--- src/rtl/imm_field_encoder.sv ---
// imm_field_encoder: narrows a 64-bit signed value into a 9/12/19/26-bit
// immediate field. An optional divide-by-4 is applied first. Out-of-range
// values saturate to the largest or smallest value of the selected width.
// Results are held in a 2-entry in-order FIFO with valid/ready handshakes.
// A saturating counter tracks overflowing or misaligned transactions.
//
// Ports:
//   clk, reset_n        clock, asynchronous active-low reset
//   in_valid/in_ready   input handshake; in_ready is 1 only when the FIFO has a free slot
//   in_value            signed value to narrow
//   in_sel              field width: 00=9, 01=12, 10=19, 11=26
//   in_scale            1 = byte offset, arithmetic shift right by 2 first
//   out_valid/out_ready output handshake on the FIFO head
//   out_field           encoded field, zero above the selected width
//   out_fits            value representable in the selected width
//   out_misaligned      in_scale=1 and the low two bits are non-zero
//   clr_count           synchronous clear of ovf_count (wins over increment)
//   ovf_count           saturating count of overflowing/misaligned inputs
module imm_field_encoder #(
    parameter int unsigned OVF_CNT_WIDTH = 16
) (
    input  logic                     clk,
    input  logic                     reset_n,
    input  logic                     in_valid,
    output logic                     in_ready,
    input  logic [63:0]              in_value,
    input  logic [1:0]               in_sel,
    input  logic                     in_scale,
    output logic                     out_valid,
    input  logic                     out_ready,
    output logic [25:0]              out_field,
    output logic                     out_fits,
    output logic                     out_misaligned,
    input  logic                     clr_count,
    output logic [OVF_CNT_WIDTH-1:0] ovf_count
);

    localparam int unsigned FIELD_W = 26;

    typedef struct packed {
        logic [FIELD_W-1:0] field;
        logic               fits;
        logic               mis;
    } entry_t;

    logic signed [63:0] val_s;
    logic signed [63:0] v_s;
    logic signed [63:0] hi_s;
    logic signed [63:0] lo_s;
    logic [4:0]         w_c;
    logic [FIELD_W-1:0] half_c;
    logic [FIELD_W-1:0] mask_c;
    entry_t             res_c;

    entry_t                   head_q, head_d;
    entry_t                   tail_q, tail_d;
    logic [1:0]               cnt_q, cnt_d;
    logic [1:0]               cnt_pop;
    logic [OVF_CNT_WIDTH-1:0] ovf_q, ovf_d;
    logic                     push;
    logic                     pop;

    assign val_s = $signed(in_value);

    // Narrowing: range check against [-2^(W-1), 2^(W-1)-1], then clamp
    always_comb begin
        w_c = 5'd9;
        case (in_sel)
            2'b00:   w_c = 5'd9;
            2'b01:   w_c = 5'd12;
            2'b10:   w_c = 5'd19;
            default: w_c = 5'd26;
        endcase
        v_s    = in_scale ? (val_s >>> 2) : val_s;
        hi_s   = (64'sd1 <<< (w_c - 5'd1)) - 64'sd1;
        lo_s   = ~hi_s;
        half_c = FIELD_W'(26'd1 << (w_c - 5'd1));
        // for W=26 the shift wraps to 0, so the subtraction gives all ones
        mask_c = FIELD_W'((26'd1 << w_c) - 26'd1);

        res_c      = '0;
        res_c.fits = (v_s <= hi_s) && (v_s >= lo_s);
        res_c.mis  = in_scale & (|in_value[1:0]);
        if (res_c.fits) begin
            res_c.field = v_s[FIELD_W-1:0] & mask_c;
        end else if (v_s[63]) begin
            res_c.field = half_c;
        end else begin
            res_c.field = half_c - FIELD_W'(1);
        end
    end

    assign in_ready  = reset_n & (cnt_q != 2'd2);
    assign out_valid = (cnt_q != 2'd0);
    assign push      = in_valid & in_ready;
    assign pop       = out_valid & out_ready;

    // FIFO next state: shift on pop, then write into the first free slot
    always_comb begin
        head_d  = head_q;
        tail_d  = tail_q;
        cnt_pop = cnt_q - 2'(pop);
        cnt_d   = cnt_pop + 2'(push);
        if (pop) begin
            head_d = tail_q;
        end
        if (push) begin
            if (cnt_pop == 2'd0) begin
                head_d = res_c;
            end else begin
                tail_d = res_c;
            end
        end
    end

    // Overflow counter; clear has priority over increment
    always_comb begin
        ovf_d = ovf_q;
        if (clr_count) begin
            ovf_d = '0;
        end else if (push && (!res_c.fits || res_c.mis) && (ovf_q != '1)) begin
            ovf_d = ovf_q + OVF_CNT_WIDTH'(1);
        end
    end

    always_ff @(posedge clk or negedge reset_n) begin
        if (!reset_n) begin
            head_q <= '0;
            tail_q <= '0;
            cnt_q  <= '0;
            ovf_q  <= '0;
        end else begin
            head_q <= head_d;
            tail_q <= tail_d;
            cnt_q  <= cnt_d;
            ovf_q  <= ovf_d;
        end
    end

    assign out_field      = out_valid ? head_q.field : '0;
    assign out_fits       = out_valid & head_q.fits;
    assign out_misaligned = out_valid & head_q.mis;
    assign ovf_count      = ovf_q;

endmodule

--- config.mk ---
export PLATFORM = sky130hd
export DESIGN_NAME = imm_field_encoder
export DESIGN_NICKNAME = d
export VERILOG_FILES = /design/src/rtl/imm_field_encoder.sv
export SDC_FILE = /design/constraint.sdc
export NUM_CORES = 1
export LEC_CHECK = 0
export BUFFER_PORTS_ARGS = -buffer_cell sky130_fd_sc_hd__buf_4
export CAP_MARGIN = 30
export CELL_PAD_IN_SITES_DETAIL_PLACEMENT = 0
export CELL_PAD_IN_SITES_GLOBAL_PLACEMENT = 1
export CORE_AREA = 2 2 141 143
export CTS_BUF_LIST = sky130_fd_sc_hd__clkbuf_8
export DETAILED_ROUTE_END_ITERATION = 6
export DIE_AREA = 0 0 143 145
export PLACE_DENSITY_LB_ADDON = 0.25
export SYNTH_ARGS = -nofsm -noshare
export SYNTH_HDL_FRONTEND = slang
export SYNTH_SLANG_ARGS = --single-unit
export TNS_END_PERCENT = 30
--- constraint.sdc ---
create_clock -name clk -period 2.95 [get_ports clk]
set_input_delay 0.4425 -clock clk [delete_from_list [all_inputs] [get_ports clk]]
set_output_delay 0.4425 -clock clk [all_outputs]
set_load 0.02 [all_outputs]
==> results of run 1 <==
-- how the worst max path moves through the flow --
stage,from,end,slack [ns],depth (start not counted)
2_1_floorplan,in_sel[1],ovf_count[2],-1.37,22
3_3_place_gp,in_sel[0],tail_q[2],-1.67,21
3_5_place_dp,in_sel[1],ovf_count[15],-1.76,21
4_1_cts,in_sel[1],ovf_count[2],-1.01,20
5_1_grt,in_sel[1],ovf_count[1],-1.25,22
6_report,in_sel[1],ovf_count[2],-1.05,21
-- layout by cell type, fill, tap and decap left out, types with 11 or more instances in the layout --
cell     netlist  routed
a21oi_1       72      59
a21oi_2        1      14
and3_1        27      27
buf_4          1     338
buf_6          2      14
conb_1         2      43
dfrtp_1       74      74
ha_1         139     123
ha_4           0      16
inv_1         73      64
mux2_2        63      61
mux2i_1       25      15
nand2_1      123     118
nand3_1       32      28
nand4_1       16      16
nor2_1        49      42
nor2b_1       42      41
nor3_1        14      11
o21ai_0       45      36
o21ai_1       19      18
or3_1         14      12
-- logic make-up after synthesis --
| kind of cell | after synthesis | share of synthesized area |
|---|---|---|
| xor+xnor | 6 | 0.00620 |
| simple gates | 375 | 0.227 |
| fa+ha+maj | 139 | 0.205 |
| buf+inv | 119 | 0.0555 |
| other cells | 2 | 0.000886 |
| compound gates | 225 | 0.169 |
| flops | 74 | 0.218 |
| mux | 92 | 0.118 |
-- metrics by stage --
stage	total power, mW	utilization
2_1_floorplan	3.25	-
4_1_cts	5.59	0.656
5_1_grt	6.11	0.667
6_report	5.71	0.667
3_3_place_gp	4.31	0.596
3_5_place_dp	4.38	0.596
-- worst reg2reg max path, stage by stage, from the launching register on --
cell and delay [ns]:
dfrtp_1 0.42, nor2_2 0.11, inv_1 0.06, nand2_1 0.08, inv_1 0.06, ha_1 0.18
xnor2_1 0.34, nand2_1 0.12, nor2_1 0.54, o21ai_0 0.38, o221a_2 0.33
-- final cells by class --
type / count / share of cell area
Multi-Input combinational cell: 880 / 0.557
Timing Repair Buffer: 364 / 0.230
Sequential cell: 74 / 0.145
Tap cell: 265 / 0.0259
Inverter: 74 / 0.0234
Clock buffer: 9 / 0.00967
Clock inverter: 7 / 0.00918
-- routing by layer --
| layer | global-route usage | vias to the layer above | wire length (µm) |
|---|---|---|---|
| li1 | - | 4389 | - |
| met1 | 0.352 | 4218 | 12300 |
| met2 | 0.453 | 224 | 13600 |
| met3 | 0.0201 | 32 | 944 |
| met4 | 0.0748 | 0 | 511 |
| met5 | 0 | - | 0 |
-- state kept, by name (all words and copies together) (netlist names) --
signal / cells
cnt_q: 2
head_q: 28
ovf_count: 16
tail_q: 28
-- power by group through the flow --
stage	registers, mW	clock network, mW	logic, mW
6_report	1.51	0.955	3.24
5_1_grt	1.55	1.01	3.55
4_1_cts	1.51	0.965	3.11
3_5_place_dp	1.53	0	2.85
3_3_place_gp	1.52	0	2.80
2_1_floorplan	1.48	0	1.77
-- cells in the mapped netlist, types with 3 or more instances --
master / count / area share
ha_1: 139 / 0.21
clkbuf_1: 35 / 0.015
a211oi_1: 6 / 0.0053
buf_1: 3 / 0.0013
nand4b_1: 4 / 0.0041
a221oi_1: 4 / 0.0041
inv_1: 73 / 0.032
a211o_1: 3 / 0.0031
a21oi_1: 72 / 0.042
o31ai_1: 13 / 0.012
mux2_1: 4 / 0.0053
and3_1: 27 / 0.020
nor3b_1: 3 / 0.0027
a21boi_0: 4 / 0.0035
nand3_1: 32 / 0.019
nor2_1: 49 / 0.022
nor4_1: 12 / 0.0089
and4_1: 4 / 0.0041
o21ai_0: 45 / 0.027
buf_2: 4 / 0.0024
nand4_1: 16 / 0.012
nor2b_1: 42 / 0.031
o21bai_1: 3 / 0.0027
or3_1: 14 / 0.010
nor4_2: 3 / 0.0044
xnor2_1: 6 / 0.0062
a2111oi_0: 3 / 0.0031
o21a_1: 6 / 0.0053
or4_1: 6 / 0.0053
o211ai_1: 8 / 0.0071
o21ai_1: 19 / 0.011
o221a_2: 4 / 0.0053
and2_1: 9 / 0.0066
a21o_1: 6 / 0.0053
mux2_2: 63 / 0.084
mux2i_1: 25 / 0.030
dfrtp_1: 74 / 0.22
nand2_1: 123 / 0.054
a31oi_1: 5 / 0.0037
nor3_1: 14 / 0.0083
nand2b_1: 11 / 0.0081
-- timing repair --
action | 4_1_cts | 5_1_grt
pin swaps | 74 | 31
setup endpoints to repair | 70 | 70
cloned | 2 | 1
setup buffers | 29 | 3
gates resized for setup | 135 | 41
==> reports/results.ini, run 1 <==
[synth]
synth_top_flop_cell=dfrtp_1
yosys_register_bits=74
synth_edf_count=0
synth_area_um2=8480
netlist_instances=1032
yosys_warnings=0
synth_cell_types=71
synth.avg_cell_area_um2=8.22
yosysSeqAreaShare=0.218
async_flop_share=1.00

[power_and_ir_drop]
clockPowerShare=0.167
pwr-share-comb=0.568
power_frac_seq=0.265
netSwitchingPower_mw=2.26
power_density_nw_per_um2=445
internal-power_mw=3.44
swShare=0.397
p_leak_nw=6.20
ir_worst_vdd_mv=0.299

[setup_path]
critPathBufInv=6
r2r_slack_ns=0.24
cpPeakStageDelay_ns=0.47
rr_startpoint=cnt_q[1]
slowest_stage=or4_4
r2r_end=head_q[23]
cp-end-kind=register
start_kind=input port
worst_path_most_repeated_cell=ha_4
arrival_ns=4.29
critPathTopFamily=simple AND/OR/NAND/NOR gates
critPathKind=in2reg
cp_max_fo=6
rr_worst_depth=10
critPathRequiredTime_ns=3.24
cp_cell_sequence=buf_12, and2_4, inv_4, ha_4, buf_6, nand3_4, nor2_2, ha_4, inv_2, ha_4, nor4_4, nand4_1, buf_4, nor4_4, a21bo_1, and4_4, o21ai_4, o221ai_4, buf_12, or4_4, a21oi_2

[drt]
drc_errors=0
drtIter0Drc=484
vias_per_cell=5.30
drtAntennaViolNets=0
avgRoutedWirePerCell_um=16.4
wirelength_um=27400
drt-pass1-iter-count=5
vias=8863

[cells_and_area]
register_area_um2=1850
drive_gt1_frac=0.406
multi_input_area_um2=7140
finalNetCount=1614
final_cell_count_no_fill=1673
fillCellCount=1660
area_growth_pct=51.1
num_antenna_cells=0
stdcell_area_um2=12800

[placed_design]
place_area_um2=11500
dp_cells=1627
place_ws_ns=-1.76
dp.final_hpwl_um=21100
numPortBuffers=117
gp_congestion=0.911

[floorplan]
die_w_um=143
ios=118
start_util=0.441
die_h_um=145
rows=51
dieArea_um2=20700
core_um2=19200

[clocking]
cts.sinks=74
clk_root_buffer_cell=clkbuf_8
cts_made_buffers=9
cts_tree=done
clk-insertion-delay-late_ns=0.36
htree_levels=3
ctsLongestPathBuffers=2
clk_pin_slew_worst_paths_ns=0.08
holdBufCountCts=0

[grt]
grt_usage=0.263
grt_overflow=0
antenna_found_initial=0
grt_pass1_vias=8834
grt_max_degree=75
grt_pass1_wl_um=44100

[timing]
fin_ws_ns=-1.05
tightest_slew_ns=0.943
whs_ns=0.291
hold_viol=0
slew_headroom=0.371
fin_crit_sh=1.36
fin_worst_skew_ns=0.00732
finalSetupViolations=70
fmax_mhz=250
rsz0062_at_grt=true
fin_crit_ns=4.00
tns_ns=-64.60
drv_slew=0

[flow_run]
cap_viol_max_count=0

[run_status]
status=finished with violations
violations=setup timing

[worst_hold_path]
worstHoldPathType=in2async

Note: power is estimated with default switching activity, not from simulation.
==> run 2, diff against run 1 <==
Settings changed: PLACE_DENSITY_LB_ADDON 0.25 to 0.2, TNS_END_PERCENT 30 to 5.
Clock period 2.95 ns to 4.1 ns, I/O delays scaled along.
==> reports/results.ini, run 2 (same netlist as run 1, synthesis figures left out) <==
[run_status]
status=finished with violations
violations=setup timing

[power_and_ir_drop]
p_leak_nw=5.92
ir_worst_vdd_mv=0.190
p_total_mw=3.81
power_density_nw_per_um2=314

[floorplan]
start_util=0.441
core_um2=19200
ios=118
dieArea_um2=20700
rows=51
die_w_um=143
die_h_um=145

[clocking]
clk-insertion-delay-late_ns=0.35
htree_levels=3
clk_root_buffer_cell=clkbuf_8
holdBufCountCts=0
clk_pin_slew_worst_paths_ns=0.08
cts_tree=done
ctsLongestPathBuffers=2
cts_made_buffers=9
cts.sinks=74

[placed_design]
gp_congestion=0.947
numPortBuffers=117
dp.final_hpwl_um=20100
place_ws_ns=-0.852
dp_cells=1599

[cells_and_area]
final_cell_count_no_fill=1632
fillCellCount=1719
layout_commonest_cell=buf_4
drive_gt1_frac=0.369
finalNetCount=1573
layout_common_cells=301 x buf_4, 127 x ha_1, 117 x nand2_1
area_growth_pct=43.3
num_antenna_cells=0
final_core_util=0.633

[flow_run]
cap_viol_max_count=0

[timing]
fin_crit_sh=1.04
drv_slew=0
fin_crit_ns=4.26
finalSetupViolations=48
tightest_slew_ns=0.879
rsz0062_at_grt=true
fmax_mhz=235
fin_ws_ns=-0.161
whs_ns=0.147
fin_worst_skew_ns=0.00948
slew_headroom=0.408
hold_viol=0

[drt]
vias=8607
drt-pass1-iter-count=5
wirelength_um=25600
avgRoutedWirePerCell_um=15.7
drtIter0Drc=545
vias_per_cell=5.27
drtAntennaViolNets=0
drc_errors=0

[grt]
antenna_found_initial=0
grt_max_degree=75
grt_overflow=0
grt_pass1_vias=8253
grt_pass1_wl_um=40700
grt_usage=0.241

[setup_path]
rr_startpoint=cnt_q[1]
start_kind=input port
arrival_ns=4.55
rr_worst_depth=13
endpoint=ovf_count[1]
cp_max_fo=5
crit_start=in_sel[1]
critPathKind=in2reg
r2r_end=head_q[22]
critPathRequiredTime_ns=4.39
r2r_slack_ns=0.96
cp-end-kind=register

[worst_hold_path]
worstHoldPathType=in2async

## run 2: changes by cell type in the layout (fill, tap and decap cells not counted), moves of 3 or more
cell	change
buf_4	-37
a21oi_1	+7
a21oi_2	-7
o21ai_0	+7
o21ai_2	-7
mux2i_4	-5
ha_1	+4
ha_4	-4
mux2i_1	+4
nand3_4	-3
nor4_2	+3
## run 2: cell type report
class | count | area (µm²) | area share
multi-input cells | 880 | 6870 | 0.566
repair buffers | 323 | 2610 | 0.215
flip-flops and latches | 74 | 1850 | 0.152
well taps | 265 | 332 | 0.0273
inverters | 74 | 290 | 0.0239
clock buffers | 9 | 124 | 0.0102
clock inverters | 7 | 70.1 | 0.00577
## run 2: worst min-delay path by stage
stage	slack [ns]	endpoint
2_1_floorplan	0.32	cnt_q[0]
3_3_place_gp	0.46	tail_q[12]
3_5_place_dp	0.47	tail_q[3]
4_1_cts	0.49	tail_q[13]
5_1_grt	0.14	ovf_count[8]
6_report	0.15	ovf_count[10]
## run 2: power breakdown
part,internal (mW),leakage (nW),switching [mW]
sequential,0.966,0.975,0.119
clock,0.280,0.0990,0.286
combinational,1.02,4.85,1.14
total,2.26,5.92,1.55
## run 2: through the flow
step	TNS, ns	instance area, µm²
2_1_floorplan	-17.93	8810
3_3_place_gp	-40.63	11200
3_5_place_dp	-43.35	11200
4_1_cts	-4.31	11600
5_1_grt	-8.65	12100
6_report	-2.75	12100
## run 2: layer usage
layer	wire (µm)	track usage
met1	11900	0.336
met2	12300	0.400
met3	947	0.0201
met4	492	0.0639
met5	0	0
## run 2: critical path, cell delays in order
cell and delay, ns:
buf_12 0.11, and2_4 0.16, inv_4 0.07, ha_4 0.16, buf_6 0.13, nand2_4 0.06
buf_6 0.11, o21ai_4 0.17, buf_6 0.13, nand2_4 0.05, ha_4 0.26, nor4_4 0.27
nand4_1 0.22, nand4b_1 0.33, o2111a_1 0.32, a21oi_2 0.19, o41a_4 0.20, o221ai_4 0.15
clkbuf_16 0.20, buf_6 0.12, or3b_1 0.37, a21oi_1 0.14
## run 2: timing repair
| action | in CTS | in global routing |
|---|---|---|
| setup endpoints to repair | 69 | 70 |
| setup buffers | 3 | 11 |
| cloned | 0 | 2 |
| resized for setup | 27 | 83 |
| pin swaps | 8 | 49 |
